--- src/rtl/alu_pkg.sv ---
// Shared definitions for the ALU pipeline: opcodes, flag bit positions,
// the control state encoding and a flag-packing helper.
package alu_pkg;

  localparam logic [3:0] OP_AND   = 4'b0001;
  localparam logic [3:0] OP_OR    = 4'b0010;
  localparam logic [3:0] OP_XOR   = 4'b0011;
  localparam logic [3:0] OP_ADDCU = 4'b0100;
  localparam logic [3:0] OP_ADD   = 4'b0101;
  localparam logic [3:0] OP_ADDU  = 4'b0110;
  localparam logic [3:0] OP_ADDC  = 4'b0111;
  localparam logic [3:0] OP_MUL   = 4'b1000;
  localparam logic [3:0] OP_SUB   = 4'b1001;
  localparam logic [3:0] OP_CMP   = 4'b1011;
  localparam logic [3:0] OP_LSH   = 4'b1100;
  localparam logic [3:0] OP_RSH   = 4'b1101;
  localparam logic [3:0] OP_ALSH  = 4'b1110;
  localparam logic [3:0] OP_ARSH  = 4'b1111;

  localparam int FLAG_N = 0;
  localparam int FLAG_L = 1;
  localparam int FLAG_F = 2;
  localparam int FLAG_C = 3;
  localparam int FLAG_Z = 4;

  typedef enum logic {
    ST_IDLE = 1'b0,
    ST_MUL  = 1'b1
  } state_t;

  function automatic logic [4:0] mk_flags(input logic z, input logic c, input logic f,
                                          input logic l, input logic n);
    logic [4:0] r;
    r         = 5'b00000;
    r[FLAG_Z] = z;
    r[FLAG_C] = c;
    r[FLAG_F] = f;
    r[FLAG_L] = l;
    r[FLAG_N] = n;
    return r;
  endfunction

endpackage

--- src/rtl/alu_mul_iter.sv ---
// Iterative shift-add unsigned multiplier, one multiplier bit per cycle.
// product presents the value the final iteration will write, so done and product line up.
module alu_mul_iter
  import alu_pkg::*;
#(
  parameter int WIDTH = 16
) (
  input  logic               clk,
  input  logic               reset_n,
  input  logic               start,
  input  logic [WIDTH-1:0]   a,
  input  logic [WIDTH-1:0]   b,
  output logic               done,
  output logic [2*WIDTH-1:0] product
);
  localparam int CW = $clog2(WIDTH);
  localparam logic [CW-1:0] LAST_CNT = CW'(WIDTH - 1);
  localparam logic [CW-1:0] ONE_CNT  = {{(CW-1){1'b0}}, 1'b1};

  logic [2*WIDTH-1:0] mcand_r;
  logic [2*WIDTH-1:0] acc_r;
  logic [2*WIDTH-1:0] addend_s;
  logic [WIDTH-1:0]   mplier_r;
  logic [CW-1:0]      cnt_r;
  logic               busy_r;

  assign addend_s = mplier_r[0] ? mcand_r : {(2*WIDTH){1'b0}};
  assign product  = acc_r + addend_s;
  assign done     = busy_r && (cnt_r == LAST_CNT);

  // Operand capture on start, then one shift-add step per cycle while busy.
  always_ff @(posedge clk or negedge reset_n) begin
    if (!reset_n) begin
      mcand_r  <= '0;
      acc_r    <= '0;
      mplier_r <= '0;
      cnt_r    <= '0;
      busy_r   <= 1'b0;
    end else if (start) begin
      mcand_r  <= {{WIDTH{1'b0}}, a};
      acc_r    <= '0;
      mplier_r <= b;
      cnt_r    <= '0;
      busy_r   <= 1'b1;
    end else if (busy_r) begin
      acc_r    <= product;
      mcand_r  <= mcand_r << 1;
      mplier_r <= mplier_r >> 1;
      cnt_r    <= cnt_r + ONE_CNT;
      busy_r   <= !done;
    end else begin
      busy_r   <= 1'b0;
    end
  end

endmodule

--- src/rtl/alu_pipe.sv ---
// ALU with registered result/flags: single-cycle logic, add, compare and shift ops,
// plus an optional multi-cycle multiply. out_valid pulses once per accepted operation.
module alu_pipe
  import alu_pkg::*;
#(
  parameter int WIDTH  = 16,
  parameter int MUL_EN = 1
) (
  input  logic             clk,
  input  logic             reset_n,
  input  logic             in_valid,
  output logic             in_ready,
  input  logic [WIDTH-1:0] a,
  input  logic [WIDTH-1:0] b,
  input  logic [3:0]       opcode,
  input  logic             psr_we,
  input  logic [4:0]       psr_wdata,
  output logic             out_valid,
  output logic [WIDTH-1:0] result,
  output logic [4:0]       flags
);
  localparam logic [WIDTH-1:0] SHIFT_LIMIT = WIDTH'(WIDTH);

  state_t             state_r;
  logic [WIDTH-1:0]   result_r;
  logic [4:0]         flags_r;
  logic               out_valid_r;
  logic [WIDTH-1:0]   alu_res_s;
  logic [4:0]         alu_flags_s;
  logic               is_mul_s;
  logic               illegal_s;
  logic               cin_s;
  logic [WIDTH:0]     sum_s;
  logic [WIDTH-1:0]   diff_s;
  logic               add_ovf_s;
  logic               sub_ovf_s;
  logic               mul_start_s;
  logic               mul_done_s;
  logic [2*WIDTH-1:0] mul_product_s;

  assign in_ready  = (state_r == ST_IDLE);
  assign out_valid = out_valid_r;
  assign result    = result_r;
  assign flags     = flags_r;

  // Carry-in comes from the registered C flag, so chained adds see the previous op's carry.
  assign cin_s     = ((opcode == OP_ADDC) || (opcode == OP_ADDCU)) && flags_r[FLAG_C];
  assign sum_s     = {1'b0, a} + {1'b0, b} + {{WIDTH{1'b0}}, cin_s};
  assign diff_s    = a - b;
  assign add_ovf_s = (a[WIDTH-1] == b[WIDTH-1]) && (sum_s[WIDTH-1] != a[WIDTH-1]);
  assign sub_ovf_s = (a[WIDTH-1] != b[WIDTH-1]) && (diff_s[WIDTH-1] != a[WIDTH-1]);
  assign mul_start_s = in_valid && in_ready && is_mul_s;

  // Single-cycle result and flag computation from the presented operands.
  always_comb begin
    alu_res_s   = '0;
    alu_flags_s = 5'b00000;
    is_mul_s    = 1'b0;
    illegal_s   = 1'b0;
    case (opcode)
      OP_AND, OP_OR, OP_XOR: begin
        if (opcode == OP_AND) alu_res_s = a & b;
        else if (opcode == OP_OR) alu_res_s = a | b;
        else alu_res_s = a ^ b;
        alu_flags_s = mk_flags(alu_res_s == '0, 1'b0, 1'b0, 1'b0, 1'b0);
      end
      OP_ADDU, OP_ADDCU: begin
        alu_res_s   = sum_s[WIDTH-1:0];
        alu_flags_s = mk_flags(alu_res_s == '0, sum_s[WIDTH], 1'b0, 1'b0, 1'b0);
      end
      OP_ADD, OP_ADDC: begin
        alu_res_s   = sum_s[WIDTH-1:0];
        alu_flags_s = mk_flags(alu_res_s == '0, 1'b0, add_ovf_s, 1'b0, 1'b0);
      end
      OP_SUB: begin
        alu_res_s   = diff_s;
        alu_flags_s = mk_flags(alu_res_s == '0, 1'b0, sub_ovf_s, 1'b0, 1'b0);
      end
      OP_CMP: begin
        alu_flags_s = mk_flags(a == b, 1'b0, 1'b0, a < b, $signed(a) < $signed(b));
      end
      OP_LSH, OP_ALSH: begin
        if (b >= SHIFT_LIMIT) alu_res_s = '0;
        else alu_res_s = a << b;
      end
      OP_RSH: begin
        if (b >= SHIFT_LIMIT) alu_res_s = '0;
        else alu_res_s = a >> b;
      end
      OP_ARSH: begin
        if (b >= SHIFT_LIMIT) alu_res_s = {WIDTH{a[WIDTH-1]}};
        else alu_res_s = $unsigned($signed(a) >>> b);
      end
      OP_MUL: begin
        if (MUL_EN != 0) is_mul_s = 1'b1;
        else illegal_s = 1'b1;
      end
      default: illegal_s = 1'b1;
    endcase
  end

  // Control state, registered outputs and flag register; a psr write overrides op flags.
  always_ff @(posedge clk or negedge reset_n) begin
    if (!reset_n) begin
      state_r     <= ST_IDLE;
      result_r    <= '0;
      flags_r     <= 5'b00000;
      out_valid_r <= 1'b0;
    end else begin
      out_valid_r <= 1'b0;
      case (state_r)
        ST_IDLE: begin
          if (in_valid && is_mul_s) begin
            state_r <= ST_MUL;
          end else if (in_valid) begin
            result_r    <= alu_res_s;
            out_valid_r <= 1'b1;
            if (!illegal_s) flags_r <= alu_flags_s;
          end
        end
        ST_MUL: begin
          if (mul_done_s) begin
            state_r     <= ST_IDLE;
            result_r    <= mul_product_s[WIDTH-1:0];
            out_valid_r <= 1'b1;
            flags_r     <= mk_flags(mul_product_s[WIDTH-1:0] == '0,
                                    mul_product_s[2*WIDTH-1:WIDTH] != '0,
                                    1'b0, 1'b0, 1'b0);
          end
        end
        default: state_r <= ST_IDLE;
      endcase
      if (psr_we) flags_r <= psr_wdata;
    end
  end

  generate
    if (MUL_EN != 0) begin : g_mul
      alu_mul_iter #(.WIDTH(WIDTH)) u_mul (
        .clk     (clk),
        .reset_n (reset_n),
        .start   (mul_start_s),
        .a       (a),
        .b       (b),
        .done    (mul_done_s),
        .product (mul_product_s)
      );
    end else begin : g_no_mul
      assign mul_done_s    = 1'b0;
      assign mul_product_s = '0;
    end
  endgenerate

endmodule

--- config.mk ---
export PLATFORM = sky130hd
export DESIGN_NAME = alu_pipe
export DESIGN_NICKNAME = d
export VERILOG_FILES = /design/src/rtl/alu_pkg.sv /design/src/rtl/alu_mul_iter.sv /design/src/rtl/alu_pipe.sv
export SDC_FILE = /design/constraint.sdc
export NUM_CORES = 1
export LEC_CHECK = 0
export CORE_MARGIN = 2
export CORE_UTILIZATION = 36
export CTS_BUF_LIST = sky130_fd_sc_hd__clkbuf_8
export CTS_CLUSTER_DIAMETER = 150
export DETAILED_ROUTE_END_ITERATION = 12
export PLACE_DENSITY_LB_ADDON = 0.3
export SLEW_MARGIN = 15
export SYNTH_ARGS = -nofsm -noshare
export SYNTH_HDL_FRONTEND = slang
export SYNTH_SLANG_ARGS = --single-unit
--- constraint.sdc ---
create_clock -name clk -period 4.1 [get_ports clk]
set_input_delay 1.025 -clock clk [delete_from_list [all_inputs] [get_ports clk]]
set_output_delay 1.025 -clock clk [all_outputs]
set_load 0.05 [all_outputs]
# [After elaboration in Yosys (flattened, before gate mapping)]
# Index checks and enable logic that the tools add are counted.
[totals] reg_bits=108 inputBits=45 output_inout_bits=23 wordCells=111
[op_classes] n_addsub=5 magnitude_cmp=3 eq_ne=27 shift=3 mux=37 bitwise_logic=4 reduce_logical=23
[ops] op="2-to-1 mux 16 bit" count=11
[ops] op="2-to-1 mux 32 bit" count=5
[ops] op="one-hot mux 16 bit (6 select lines)" count=1
[ops] op="logical NOT 16 bit" count=4
[ops] op="adder 32 bit" count=1
[ops] op="equality test 4 bit, second input constant" count=8
[ops] op="less-than comparator 16 bit" count=2
[ops] op="one-hot mux 16 bit (2 select lines)" count=1
[ops] op="2-to-1 mux 5 bit" count=5
[ops] op="one-hot mux 5 bit (5 select lines)" count=1
[ops] op="adder 16 x 16 -> 17 bit" count=1
[ops] op="adder 17 x 1 -> 17 bit" count=1
[ops] op="AND 16 bit" count=1
[ops] op="equality test 16 bit" count=1
[ops] op="equality test 4 x 3 -> 1 bit, second input constant" count=4
[ops] op="greater-or-equal comparator 16 x 5 -> 1 bit, second input constant" count=1
[ops] op="bitwise OR 16 bit" count=1
[ops] op="nonzero test 16 bit" count=1
[ops] op="left shift 16 x 16 -> 16 bit" count=1
[ops] op=">> shifter 16 x 16 -> 16 bit" count=1
[ops] op=">>> shifter 16 x 16 -> 16 bit" count=1
[ops] op="subtractor 16 bit" count=1
[ops] op="XOR 16 bit" count=1
[ops] op="OR reduction 14 bit" count=1
[ops] op="23 further kinds" count=46

# [Depth between registers and ports, before layout]
[logic_depth] word_depth=12 depth_mapped=17 mapped_depth_nobuf=14

# [By module]
# Synthesis repeated with hierarchy kept, for this count alone.
[unflattened] hier_cells=1489 area_unflattened_um2=11902.7
[modules_own_cells] mod="alu_pipe" instances=1 cells_each=872 area_each_um2=6234.7 seq_area_each_um2=575.6
[modules_own_cells] mod="alu_mul_iter" instances=1 cells_each=617 area_each_um2=5667.9 seq_area_each_um2=2127.0

# [Least setup slack after synthesis]
# Ideal clock, no wire load.
[synth_path] path_type="input-to-reg" from="input port b[0]" to="register flags_r[3] (netlist: flags[3])" setup_time_ns=0.082 arrival_ns=4.887 required_ns=4.018 setup_slack_ns=-0.869 stages=17 path_buffers=4 cell_sequence="buf_2 > buf_1 > buf_2 > buf_1 > inv_1 > fa_1 > fa_1 > nor2b_1 > o21ai_0 > a21oi_1 > o31ai_1 > a311oi_1 > a31oi_1 > o21bai_1 > a21oi_1 > or3_1 > a31oi_1"
[synth_via] elab_chain_len=8
[synth_lines] item="from (decl)" line_no="alu_pipe.sv:14" text="input logic [WIDTH-1:0] b,"
[synth_lines] item="adder 16 x 16 -> 17 bit" line_no="alu_pipe.sv:48" text="assign sum_s = {1'b0, a} + {1'b0, b} + {{WIDTH{1'b0}}, cin_s};"
[synth_lines] item="adder 17 x 1 -> 17 bit" line_no="alu_pipe.sv:48"
[synth_lines] item="one-hot mux 5 bit (5 select lines)" line_no="alu_pipe.sv:60" text="case (opcode)"
[synth_lines] item="2-to-1 mux 5 bit" line_no="alu_pipe.sv:118" text="if (!illegal_s) flags_r <= alu_flags_s;"
[synth_lines] item="2-to-1 mux 5 bit" line_no="alu_pipe.sv:115" text="end else if (in_valid) begin"
[synth_lines] item="2-to-1 mux 5 bit" line_no="alu_pipe.sv:113" text="if (in_valid && is_mul_s) begin"
[synth_lines] item="one-hot mux 5 bit (2 select lines)" line_no="alu_pipe.sv:111" text="case (state_r)"
[synth_lines] item="2-to-1 mux 5 bit" line_no="alu_pipe.sv:133" text="if (psr_we) flags_r <= psr_wdata;"
[synth_lines] item="to (signal assigned)" line_no="alu_pipe.sv:118"
[synth_lines] item="to (signal assigned)" line_no="alu_pipe.sv:126" text="flags_r <= mk_flags(mul_product_s[WIDTH-1:0] == '0,"
[synth_lines] item="to (signal assigned)" line_no="alu_pipe.sv:133"
[synth_lines] item="to (decl)" line_no="alu_pipe.sv:26" text="logic [4:0] flags_r;"
# Every way passes these cells. The select of a mux whose other input is x is not followed.
# A chain may end at the register's enable or synchronous reset.

# [Worst setup path after layout]
[layout_path] from="register g_mul.u_mul.mplier_r[0]" to="register flags_r[3] (netlist: flags[3])"
[layout_via] elab_chain_len=6
[layout_lines] item="from (decl)" line_no="alu_mul_iter.sv:23" text="logic [WIDTH-1:0] mplier_r;"
[layout_lines] item="from (signal assigned)" line_no="alu_mul_iter.sv:48" text="mplier_r <= mplier_r >> 1;"
[layout_lines] item="2-to-1 mux 32 bit" line_no="alu_mul_iter.sv:27" text="assign addend_s = mplier_r[0] ? mcand_r : {(2*WIDTH){1'b0}};"
[layout_lines] item="adder 32 bit" line_no="alu_mul_iter.sv:28" text="assign product = acc_r + addend_s;"
[layout_lines] item="nonzero test 16 bit" line_no="alu_pipe.sv:127" text="mul_product_s[2*WIDTH-1:WIDTH] != '0,"
[layout_lines] item="2-to-1 mux 5 bit" line_no="alu_pipe.sv:122" text="if (mul_done_s) begin"
[layout_lines] item="one-hot mux 5 bit (2 select lines)" line_no="alu_pipe.sv:111"
[layout_lines] item="2-to-1 mux 5 bit" line_no="alu_pipe.sv:133"
# Every way passes these cells. The select of a mux whose other input is x is not followed.

==> results_dict.tcl <==
set metrics [dict create \
    outcome "finished, violations left" \
    violations "setup timing" \
    start_kind "flip-flop" \
    fin_area_mm2 0.0149 \
    drive_gt1_share_pct 24.1 \
    wl_um 45100 \
    post-dp-hpwl_um 34700 \
    synth_seq_cells 108 \
    clk_latency_ps 440 \
    n_antenna_cell 0 \
    min-delay-start "g_mul.u_mul.acc_r[30]" \
    hp-class "flip-flop to flip-flop" \
    finClkSkew_ps 30.0 \
    fp.dieW_um 181 \
    drt-vias-per-instance 5.79 \
    hold_viol_final 0 \
    clock-root-buffer "clkbuf_8" \
    drv_cap 0 \
    dp_cells 2049 \
    worst_pin_slew_ps 1080 \
    drt-pass1-iter-count 5 \
    cp-end-kind "flip-flop" \
    start_util_pct 36.7 \
    grt_overflow_total 0 \
    synth_edf_count 0 \
    netlist.area_leader.share_pct 23.9 \
    preCtsSetupSlack_ps -632 \
    cts_sinks 108 \
    setup_viol 1 \
    r2r_start "g_mul.u_mul.mplier_r[0]" \
    synthTopCellsByArea "dfrtp_1, ha_1, mux2i_1" \
    drtAntennaViolNets 0 \
    fin_ws_ps -41.1 \
    nNetsFinal 1808 \
    final_cells 2080 \
    antenna_found_initial 0 \
    relSlewSlack_pct 27.8 \
    area_growth_pct 31.9 \
    yosysTopAreaCell "dfrtp_1" \
    drt_drc_violations_left 0 \
    critPathLaunch "g_mul.u_mul.mplier_r[0]" \
    synth-async-reset-ratio_pct 100 \
    critical_path.max_fanout 7 \
    max_freq_mhz 241 \
    syn_area_per_cell_um2 7.88 \
    floorplan.rows 64 \
    floorplan.die_area_mm2 0.0328 \
    yosysSeqAreaShare_pct 23.9 \
    syn_nets 1562 \
    syn-cell-area_mm2 0.0113 \
    grt_max_degree 118 \
    fin_crit_ps 4140 \
    place_area_mm2 0.0140 \
    port_buffers 67 \
    vdd_drop_max_mv 0.402 \
    synth_ff_type "dfrtp_1" \
    core_mm2 0.0307 \
    yosysWarnings 0 \
    vias 12044 \
    rsz0062_at_grt "yes" \
    fin_crit_sh_pct 101 \
    wl_per_cell_um 21.7 \
    numCtsBuffers 9 \
    path_clk_slew_ps 140 \
    slew_violations 0 \
    cts_max_path_buffers 2 \
    crit_type "flip-flop to flip-flop" \
    first_global_vias 11463 \
    power_mw 11.3 \
    place.gp.congestion 1.04 \
    htree_num_levels 3 \
    crit_required_ps 4390 \
    grtUsageTotal_pct 26.7 \
    arrival_ps 4430 \
    fp.dieH_um 181 \
    io_pins 68 \
    synth_cell_types 94 \
    synthesis.instances 1433 \
    drtIter0Drc 1263 \
    cts_tree "built" \
    powerDensity_mw_per_mm2 757 \
    leakage_nw 6.22 \
    grt_pass1_wl_um 68000 \
]
==> worst max-delay path, cell delays in order (launching register included) <==
cell,delay [ps]
dfrtp_1,430
buf_6,170
clkbuf_16,170
and2_1,190
ha_4,290
o21ai_2,70
nor3_2,240
nand4_2,160
buf_4,180
and3_2,190
buf_4,150
o221a_2,290
or4_4,520
or4_4,440
o41ai_4,360
a31oi_1,140
==> final timing paths <==
check | cells after the start | slack, ps | to
worst max-delay path | 15 | -40 | flags[3]
worst min-delay path | 2 | 540 | g_mul.u_mul.acc_r[30]
worst max register to register | 15 | -40 | flags[3]
worst min register to register | 2 | 540 | g_mul.u_mul.acc_r[30]
max in group asynchronous | 2 | 2490 | g_mul.u_mul.mcand_r[27]
min in group asynchronous | 1 | 780 | g_mul.u_mul.cnt_r[0]
==> power by group <==
| part | total, mW | switching, mW | leakage, nW | internal [mW] |
|---|---|---|---|---|
| Sequential | 2.07 | 0.481 | 1.26 | 1.59 |
| Combinational | 8.48 | 4.55 | 4.86 | 3.93 |
| Clock | 0.708 | 0.466 | 0.0990 | 0.242 |
==> cell usage after synthesis (12+ instances only) <==
cell	instances
dfrtp_1	108
xor2_1	13
nor2_1	165
a21oi_1	134
buf_1	12
a211oi_1	32
clkbuf_1	68
mux2i_1	99
nand2b_1	14
nand3_1	25
xnor2_1	42
nand2_1	113
a21o_1	15
o21ai_0	89
ha_1	80
o211ai_1	13
nor4_1	17
inv_1	62
a31oi_1	13
nor3_1	29
nand4_1	15
and2_1	36
==> what timing repair did <==
item                       CTS  global route
hold buffers                 0             0
gates resized for setup     15            74
pin swaps                    9            44
cloned                       0             3
setup endpoints to repair    4            13
hold endpoints to repair     0             0
buffers inserted             4             8
==> cell usage in the layout, fill, tap and decap left out, drive strengths merged, types with 9 or more instances in the layout <==
cell type      netlist  final
a211oi              34     34
a21o                17     17
a21oi              135    135
a31oi               13     13
and2                37     37
and3                10     10
buf                 21    258
clkbuf              69     11
clkdlybuf4s50        0     61
dfrtp              108    108
ha                  80     80
inv                 63     65
mux2                10     10
mux2i               99     99
mux4                 9      9
nand2              113    113
nand2b              16     16
nand3               25     25
nand4               17     17
nor2               165    165
nor2b               12     12
nor3                29     29
nor4                17     17
o211ai              13     13
o21ai               98     98
o22ai               11     11
or2                 11     11
or3                 12     12
or4                  9      9
xnor2               42     42
xor2                13     13
==> cells by family (layout without fill, tap and decap cells) <==
family	Yosys count	after routing	synth area share, %
XOR/XNOR	55	55	4.27
AO/OA/AOI/OAI	425	425	24.2
AND/OR/NAND/NOR	488	488	21.1
buffers and inverters	155	406	5.42
adder cells (fa/ha/maj)	84	84	9.58
flip-flops	108	108	23.9
multiplexers	118	118	11.6
==> metal layers <==
layer	up-vias	wire (um)	GRT usage, %
met5	-	0	0
met4	0	1790	10.6
met3	81	3410	4.76
met2	470	19900	40.1
met1	5788	20000	37.8
li1	5705	-	-
==> cell type report <==
cell class              count  area, um^2
repair buffers            325        2730
clock buffers               9         124
well taps                 396         495
multi-input cells        1170        8510
flip-flops and latches    108        2710
inverters                  65         244
fillers                  3017       15900
clock inverters             7        80.1
==> stage by stage <==
stage	hold slack [ps]	utilization, %	TNS (ps)
2_1_floorplan	490	-	-189
3_3_place_gp	507	45.6	-5870
3_5_place_dp	517	45.6	-5870
4_1_cts	544	46.6	0
5_1_grt	586	48.4	-116
6_report	538	48.4	-41.1
==> sequential cells by signal, indices dropped and copies added (netlist names) <==
signal	cells
g_mul.u_mul.acc_r	32
g_mul.u_mul.mcand_r	32
g_mul.u_mul.mplier_r	16
result	16
flags	5
g_mul.u_mul.cnt_r	4
g_mul.u_mul.busy_r	1
out_valid	1
state_r	1
No activity file was read; power rests on OpenSTA's default activity.
